==> src/rtl/alu_unit_pkg.sv <==
// Shared definitions for the ALU: opcode mnemonics and the datapath width.
package alu_unit_pkg;

    localparam int WIDTH = 8;

    typedef enum logic [3:0] {
        LSH   = 4'b0000,
        RSH   = 4'b0001,
        AND   = 4'b0010,
        OR    = 4'b0011,
        XOR   = 4'b0100,
        SUB   = 4'b0101,
        PASSA = 4'b0110,
        PASSB = 4'b0111,
        GEQ   = 4'b1000,
        EQ    = 4'b1001,
        NEG   = 4'b1010,
        ADD   = 4'b1011,
        LT    = 4'b1100,
        NEQ   = 4'b1101,
        RSV0  = 4'b1110,
        RSV1  = 4'b1111
    } op_mne;

endpackage

==> src/rtl/alu_flag_reg.sv <==
// Status flag register: synchronous active-low clear, load enable, hold otherwise.
module alu_flag_reg
    import alu_unit_pkg::*;
(
    input  logic       clk,
    input  logic       rst_n,
    input  logic       load,
    input  logic [2:0] d,
    output logic [2:0] q
);

    logic [2:0] flag_reg;

    // Clear wins over load so a reset edge never captures stale flags.
    generate
        for (genvar gi = 0; gi < 3; gi++) begin : g_flag
            always_ff @(posedge clk) begin
                if (!rst_n) begin
                    flag_reg[gi] <= 1'b0;
                end else if (load) begin
                    flag_reg[gi] <= d[gi];
                end
            end
        end
    endgenerate

    assign q = flag_reg;

endmodule

==> src/rtl/alu_unit.sv <==
// 8-bit ALU with a combinational result path and a clocked Zero/Even/Carry status register.
module alu_unit
    import alu_unit_pkg::*;
(
    input  logic             Clk,
    input  logic             Reset,
    input  logic [WIDTH-1:0] InputA,
    input  logic [WIDTH-1:0] InputB,
    input  logic [3:0]       OP,
    input  logic             FlagEn,
    output logic [WIDTH-1:0] Out,
    output logic             Zero,
    output logic             Even,
    output logic             FlagZero,
    output logic             FlagEven,
    output logic             FlagCarry
);

    op_mne            op;
    logic [WIDTH:0]   sum_wide;
    logic [WIDTH-1:0] result_next;
    logic             carry_next;
    logic [2:0]       flag_q;

    assign op       = op_mne'(OP);
    assign sum_wide = {1'b0, InputA} + {1'b0, InputB};

    always_comb begin
        result_next = '0;
        carry_next  = 1'b0;
        case (op)
            LSH: begin
                result_next = {InputA[WIDTH-2:0], 1'b0};
                carry_next  = InputA[WIDTH-1];
            end
            RSH: begin
                result_next = {1'b0, InputA[WIDTH-1:1]};
                carry_next  = InputA[0];
            end
            AND:   result_next = InputA & InputB;
            OR:    result_next = InputA | InputB;
            XOR:   result_next = InputA ^ InputB;
            SUB: begin
                result_next = InputA - InputB;
                carry_next  = (InputA < InputB);
            end
            PASSA: result_next = InputA;
            PASSB: result_next = InputB;
            GEQ:   result_next = {{(WIDTH-1){1'b0}}, (InputA >= InputB)};
            EQ:    result_next = {{(WIDTH-1){1'b0}}, (InputA == InputB)};
            NEG:   result_next = ~InputA + {{(WIDTH-1){1'b0}}, 1'b1};
            ADD: begin
                result_next = sum_wide[WIDTH-1:0];
                carry_next  = sum_wide[WIDTH];
            end
            LT:    result_next = {{(WIDTH-1){1'b0}}, (InputA < InputB)};
            NEQ:   result_next = {{(WIDTH-1){1'b0}}, (InputA != InputB)};
            default: begin
                result_next = '0;
                carry_next  = 1'b0;
            end
        endcase
    end

    assign Out  = result_next;
    assign Zero = (result_next == '0);
    assign Even = ~result_next[0];

    alu_flag_reg u_flag_reg (
        .clk   (Clk),
        .rst_n (Reset),
        .load  (FlagEn),
        .d     ({Zero, Even, carry_next}),
        .q     (flag_q)
    );

    assign FlagZero  = flag_q[2];
    assign FlagEven  = flag_q[1];
    assign FlagCarry = flag_q[0];

endmodule

==> config.mk <==
export PLATFORM = sky130hd
export DESIGN_NAME = alu_unit
export DESIGN_NICKNAME = d
export VERILOG_FILES = /design/src/rtl/alu_unit_pkg.sv /design/src/rtl/alu_flag_reg.sv /design/src/rtl/alu_unit.sv
export SDC_FILE = /design/constraint.sdc
export NUM_CORES = 1
export LEC_CHECK = 0
export CELL_PAD_IN_SITES_DETAIL_PLACEMENT = 0
export CELL_PAD_IN_SITES_GLOBAL_PLACEMENT = 2
export CORE_MARGIN = 2
export CORE_UTILIZATION = 30
export DETAILED_ROUTE_END_ITERATION = 8
export GPL_ROUTABILITY_DRIVEN = 0
export PLACE_DENSITY_LB_ADDON = 0.1
export RECOVER_POWER = 100
export SETUP_SLACK_MARGIN = 0.1
export SYNTH_ARGS = -nofsm -noshare
export SYNTH_HDL_FRONTEND = slang
export SYNTH_SLANG_ARGS = --single-unit
==> constraint.sdc <==
create_clock -name Clk -period 3.9 [get_ports Clk]
set_input_delay 0.585 -clock Clk [delete_from_list [all_inputs] [get_ports Clk]]
set_output_delay 0.585 -clock Clk [all_outputs]
set_load 0.05 [all_outputs]
# Yosys cells after proc, flatten, opt, wreduce, memory -nomap -nowiden
# Cells that the tools add are included.
[word_totals] regBits=3 latch_bits=0 mem_bits_rw=0 mem_bits_ro=0 output_inout_bits=13 wordCells=32 mem_count=0
[op_classes] addsub=3 multipliers=0 div=0 order_cmp=2 n_eq_ne=15 shift=0 mux=2 n_bitwise=5 reduce_logical=2
[op_table] cell="case mux 8 bit (14 select lines)" count=1
[op_table] cell="equality test 4 bit, second input constant" count=6
[op_table] cell="equality test 4 x 3 -> 1 bit, second input constant" count=4
[op_table] cell="adder 8 x 8 -> 9 bit" count=1
[op_table] cell="adder 8 x 1 -> 8 bit, second input constant" count=1
[op_table] cell="AND 8 bit" count=1
[op_table] cell="equality test 4 x 2 -> 1 bit, second input constant" count=2
[op_table] cell="equality test 8 bit" count=1
[op_table] cell="greater-or-equal comparator 8 bit" count=1
[op_table] cell="zero test 8 bit" count=1
[op_table] cell="< comparator 8 bit" count=1
[op_table] cell="inequality test 8 bit" count=1
[op_table] cell="NOT 8 bit" count=1
[op_table] cell="bitwise OR 8 bit" count=1
[op_table] cell="subtractor 8 bit" count=1
[op_table] cell="bitwise XOR 8 bit" count=1
[op_table] cell="equality test 4 x 1 -> 1 bit, second input constant" count=1
[op_table] cell="zero test 4 bit" count=1
[op_table] cell="case mux 1 bit (4 select lines)" count=1
[op_table] cell="NOT 1 bit" count=1

# Depth between registers and ports, before layout
[logic_depth] word_depth=4 mapped_depth=11 mapped_depth_nobuf=10

# Modules after synthesis
# A second synthesis with hierarchy kept.
[hier_totals] hier_cells=242 hier_area_um2=1859.3
[modules_own_cells] mod="alu_unit" instances=1 cells_per_inst=233 area_each_um2=1750.4 seq_area_each_um2=0.0
[modules_own_cells] mod="alu_flag_reg" instances=1 cells_per_inst=9 area_each_um2=108.9 seq_area_each_um2=60.1

# Worst setup path before layout
# No wires, ideal clock.
[synth_timing] path_kind="input -> output" start="input port InputA[0]" end="output port Zero" arrival_time_ns=3.865 required_ns=3.315 setup_slack_ns=-0.550 path_stages=11 path_buffers=1 cell_sequence="clkbuf_1 -> inv_1 -> ha_1 -> fa_1 -> nor3_4 -> nor3_1 -> o31a_1 -> a221o_1 -> a221o_1 -> nand4bb_1 -> nor2_1"
[synth_via] elab_chain_len=4 elab_cells_between_ends=13 classes_between="add/sub: 3; order compare: 2; eq/ne: 2; mux: 1; bitwise: 4; reduce/logical: 1"
[synth_lines] element="from (decl)" line_no="alu_unit.sv:7" rtl="input logic [WIDTH-1:0] InputA,"
[synth_lines] element="NOT 8 bit" line_no="alu_unit.sv:51" rtl="NEG: result_next = ~InputA + {{(WIDTH-1){1'b0}}, 1'b1};"
[synth_lines] element="adder 8 x 1 -> 8 bit" line_no="alu_unit.sv:51"
[synth_lines] element="case mux 8 bit (14 select lines) *" line_no="alu_unit.sv:31" rtl="case (op)"
[synth_lines] element="via Out[6]" line_no="alu_unit.sv:11" rtl="output logic [WIDTH-1:0] Out,"
[synth_lines] element="zero test 8 bit *" line_no="alu_unit.sv:66" rtl="assign Zero = (result_next == '0);"
[synth_lines] element="to (decl)" line_no="alu_unit.sv:12" rtl="output logic Zero,"
# Mark *: on every way through the listed nets, which the timed path passes. The rest lies on a longest branch.

# Worst setup path after layout
[layout_timing] start="input port InputA[0]" end="output port Zero"
[layout_via] elab_chain_len=4 elab_cells_between_ends=13 classes_between="add/sub: 3; order compare: 2; eq/ne: 2; mux: 1; bitwise: 4; reduce/logical: 1"
[layout_lines] element="NOT 8 bit" line_no="alu_unit.sv:51"
[layout_lines] element="adder 8 x 1 -> 8 bit" line_no="alu_unit.sv:51"
[layout_lines] element="case mux 8 bit (14 select lines) *" line_no="alu_unit.sv:31"
[layout_lines] element="zero test 8 bit *" line_no="alu_unit.sv:66"
# Mark *: on every way between the ends. The rest lies on a longest branch, timed or not.

==> impl_metrics.env <==
export IMPL_met1_routing_resource_usage_after_global_routing=0.302
export IMPL_async_reset_ff_frac=0
export IMPL_postRouteWirelength_microns=7360
export IMPL_synth_avg_cell_area_sq_um=7.23
export IMPL_slew_limit_headroom=0.596
export IMPL_cts_root_buffer="sky130_fd_sc_hd__clkbuf_8"
export IMPL_initial_core_util=0.311
export IMPL_share_clk_of_total_power=0.155
export IMPL_synth_top_flop_cell="sky130_fd_sc_hd__dfxtp_1"
export IMPL_avgRoutedWirePerCell_microns=17.1
export IMPL_post_route_cell_area_sq_um=3100
export IMPL_slowest_delay_ps=410
export IMPL_static_leakage_power_nw=1.45
export IMPL_syn_instance_count=275
export IMPL_die_w_microns=85.4
export IMPL_io_pins=36
export IMPL_crit_chain="clkdlybuf4s15_1 -> buf_4 -> ha_1 -> fa_1 -> a31oi_1 -> o21ai_1 -> a221o_1 -> a221o_2 -> nand4bb_4 -> nor2_4 -> buf_12"
export IMPL_vias=2343
export IMPL_finalClockSkew_ps=0
export IMPL_max_ffs_per_register=3
export IMPL_via_per_inst=5.44
export IMPL_first_pass_detailed_route_iteration_total=4
export IMPL_period_share=0.960
export IMPL_final_layout_size_suffix_gt1_frac=0.314
export IMPL_hold_buf_count_cts=0
export IMPL_pwr_share_seq=0.058
export IMPL_critPathMaxFanout=2
export IMPL_antennaDiodeCount=0
export IMPL_layout_fillers=645
export IMPL_setup_viol=0
export IMPL_synth_seq_area_share=0.0302
export IMPL_hold_path_class="flop to flop"
export IMPL_report_final_hold_viol_count=0
export IMPL_die_height_microns=85.4
export IMPL_worstPathArrival_ps=3160
export IMPL_unique_cell_type_count_in_the_yosys_netlist=60
export IMPL_tightestPinTransition_ps=608
export IMPL_power_density_nw_per_um2=186
export IMPL_synth_seq_cells=3
export IMPL_global_route_usage_total=0.208
export IMPL_cts_tree="built"
export IMPL_detail_route_drc_violations=0
export IMPL_finalWorstPathRequiredPeriod_ps=3740
export IMPL_total_power_consumption_mw=0.577
export IMPL_worst_hold_path_num_cells=2
export IMPL_grt_met3_usage=0.00973
export IMPL_first_global_vias=2293
export IMPL_core_sq_um=6390
export IMPL_num_nets_final=406
export IMPL_area_growth_syn_to_layout_pct=55.9
export IMPL_share_of_total_power_in_combinational_logic=0.787
export IMPL_synth_yosys_warnings=0
export IMPL_criticalPathCategory="input port to primary output"
export IMPL_reg2reg_setup_slack_ps=3270
export IMPL_p_sw_mw=0.259
export IMPL_grt_busiest_layer="met2"
export IMPL_start_kind="input port"
export IMPL_antenna_left=0
export IMPL_cap_viol_max_count=0
export IMPL_grt_first_pass_wirelength_microns=12300
export IMPL_r2r_start="u_flag_reg.q[0]"
export IMPL_reg2reg_to="u_flag_reg.q[0]"
export IMPL_count_of_routing_violations_after_the_opening_detailed_route_iteration=173
export IMPL_max_vdd_ir_drop_v=0.000202
export IMPL_worstSkewPairLatency_ps=210
export IMPL_synth_edf_count=0
export IMPL_syn_num_nets=326
export IMPL_cp_slowest_cell="sky130_fd_sc_hd__fa_1"
export IMPL_grt_setup_unrepaired="no"
export IMPL_rows=29
export IMPL_max_freq_mhz=267
export IMPL_run_status="completed"
export IMPL_die_area_sq_um=7290
export IMPL_final_max_slew_viol_count=0
export IMPL_post_dp_cell_area_sq_um=2860
export IMPL_cts_htree_levels=1
export IMPL_tritoncts_num_sinks=3
export IMPL_power_share_switching=0.449
export IMPL_hold_start="u_flag_reg.q[2]"
export IMPL_io_buffers=35
export IMPL_grt_remaining_overflow=0
export IMPL_synth_cell_area_sq_um=1990
export IMPL_critical_path_endpoint_type="primary output"
export IMPL_antenna_violations_before_repair=0
export IMPL_grt_start_max_net_pins=34
export IMPL_detailed_placement_wirelength_estimate_microns=5580
export IMPL_cellInternalPower_mw=0.318
export IMPL_cts_path_max_buffers=2
export IMPL_required_ps=3310
export IMPL_cts_made_buffers=3
export IMPL_reg2reg_depth=2
export IMPL_hold_path_endpoint="u_flag_reg.q[2]"
export IMPL_globalRouteMet2Util=0.336
export IMPL_clk_pin_slew_ps=30
## cells in the final DEF, fill, tap and decap left out, types with 4 or more instances in the layout
master	n
sky130_fd_sc_hd__nand2b_1	7
sky130_fd_sc_hd__ha_4	6
sky130_fd_sc_hd__nand2_1	16
sky130_fd_sc_hd__dlygate4sd2_1	4
sky130_fd_sc_hd__and2_1	5
sky130_fd_sc_hd__a21oi_1	18
sky130_fd_sc_hd__buf_12	12
sky130_fd_sc_hd__ha_1	20
sky130_fd_sc_hd__nor4_1	4
sky130_fd_sc_hd__inv_2	8
sky130_fd_sc_hd__clkbuf_1	4
sky130_fd_sc_hd__nor3_1	5
sky130_fd_sc_hd__o21ai_0	5
sky130_fd_sc_hd__nor2b_1	5
sky130_fd_sc_hd__o211ai_1	4
sky130_fd_sc_hd__dlymetal6s2s_1	7
sky130_fd_sc_hd__nand3_1	5
sky130_fd_sc_hd__o221ai_1	4
sky130_fd_sc_hd__buf_4	52
sky130_fd_sc_hd__mux2i_1	15
sky130_fd_sc_hd__mux2_2	4
sky130_fd_sc_hd__or3_1	4
sky130_fd_sc_hd__xnor2_1	5
sky130_fd_sc_hd__nor2_1	27
sky130_fd_sc_hd__a221o_1	4
sky130_fd_sc_hd__clkdlybuf4s50_1	9
sky130_fd_sc_hd__inv_1	19
## cells in the mapped netlist, types with 6 or more instances
cell                        n  share of area
sky130_fd_sc_hd__a21oi_1   20          0.050
sky130_fd_sc_hd__a221o_1    6          0.030
sky130_fd_sc_hd__buf_2      7          0.018
sky130_fd_sc_hd__clkbuf_1   7          0.013
sky130_fd_sc_hd__ha_1      26           0.16
sky130_fd_sc_hd__inv_1     27          0.051
sky130_fd_sc_hd__mux2i_1   15          0.076
sky130_fd_sc_hd__nand2_1   16          0.030
sky130_fd_sc_hd__nand2b_1   7          0.022
sky130_fd_sc_hd__nor2_1    28          0.053
sky130_fd_sc_hd__nor3_1     6          0.015
sky130_fd_sc_hd__o21ai_0    6          0.015
## worst max-delay path, delay by kind of cell
| family | cells | cell delay, ps |
|---|---|---|
| AO/OA/AOI/OAI | 4 | 1100 |
| adder cells (fa/ha/maj) | 2 | 620 |
| buffers and inverters | 3 | 470 |
| AND/OR/NAND/NOR | 2 | 370 |
## worst max path at each step
stage               startpoint   end  slack [ps]
finish               InputA[0]  Zero         160
global route         InputA[0]  Zero          70
CTS                  InputA[4]  Zero         100
detailed placement   InputA[0]  Zero        -150
global placement     InputA[0]  Zero        -130
floorplan            InputA[0]  Zero         140
## area by class of cell
class                           count  area [sq um]  area share
Multi-Input combinational cell    225          1870       0.602
Inverter                           27           101      0.0327
Clock buffer                        4          45.0      0.0145
Sequential cell                     3          60.1      0.0194
Timing Repair Buffer               95           930       0.300
Tap cell                           77          96.3      0.0311
## through the flow
stage           util  std cells  setup slack [ps]  hold slack (ps)  setup TNS (ps)
5_1_grt        0.485        431              69.5              518               0
4_1_cts        0.470        425               103              493               0
3_5_place_dp   0.448        417              -149              487            -149
3_3_place_gp   0.448        417              -134              487            -134
6_report       0.485        431               155              489               0
2_1_floorplan      -        275               144              723               0
## power groups by stage
stage               combinational, mW  sequential [mW]  clock (mW)
global placement                0.433           0.0337           0
global route                    0.490           0.0335      0.0964
finish                          0.455           0.0334      0.0894
detailed placement              0.430           0.0339           0
floorplan                       0.235           0.0393           0
CTS                             0.445           0.0335      0.0924
## kinds of logic (layout without fill, tap and decap cells)
logic type               Yosys count  after routing  synth area share
AO/OA/AOI/OAI                     71             71             0.264
XOR/XNOR                           5              5            0.0220
adder cells (fa/ha/maj)           28             28             0.184
buffers and inverters             47            126             0.106
flip-flops                         3              3            0.0302
multiplexers                      20             20             0.110
AND/OR/NAND/NOR                  101            101             0.283
## routing by layer
metal / wire length [microns] / vias to the layer above
met5: 0 / -
met4: 142 / 0
met3: 406 / 10
met2: 3400 / 81
met1: 3410 / 1086
li1: - / 1166
## timing repair
item | CTS | global route
gates cloned | 0 | 0
resized for setup | 22 | 19
pin swaps | 11 | 12
endpoints found under the setup margin | 4 | 3
setup buffers | 4 | 6
Note: power is estimated with default switching activity, not from simulation.
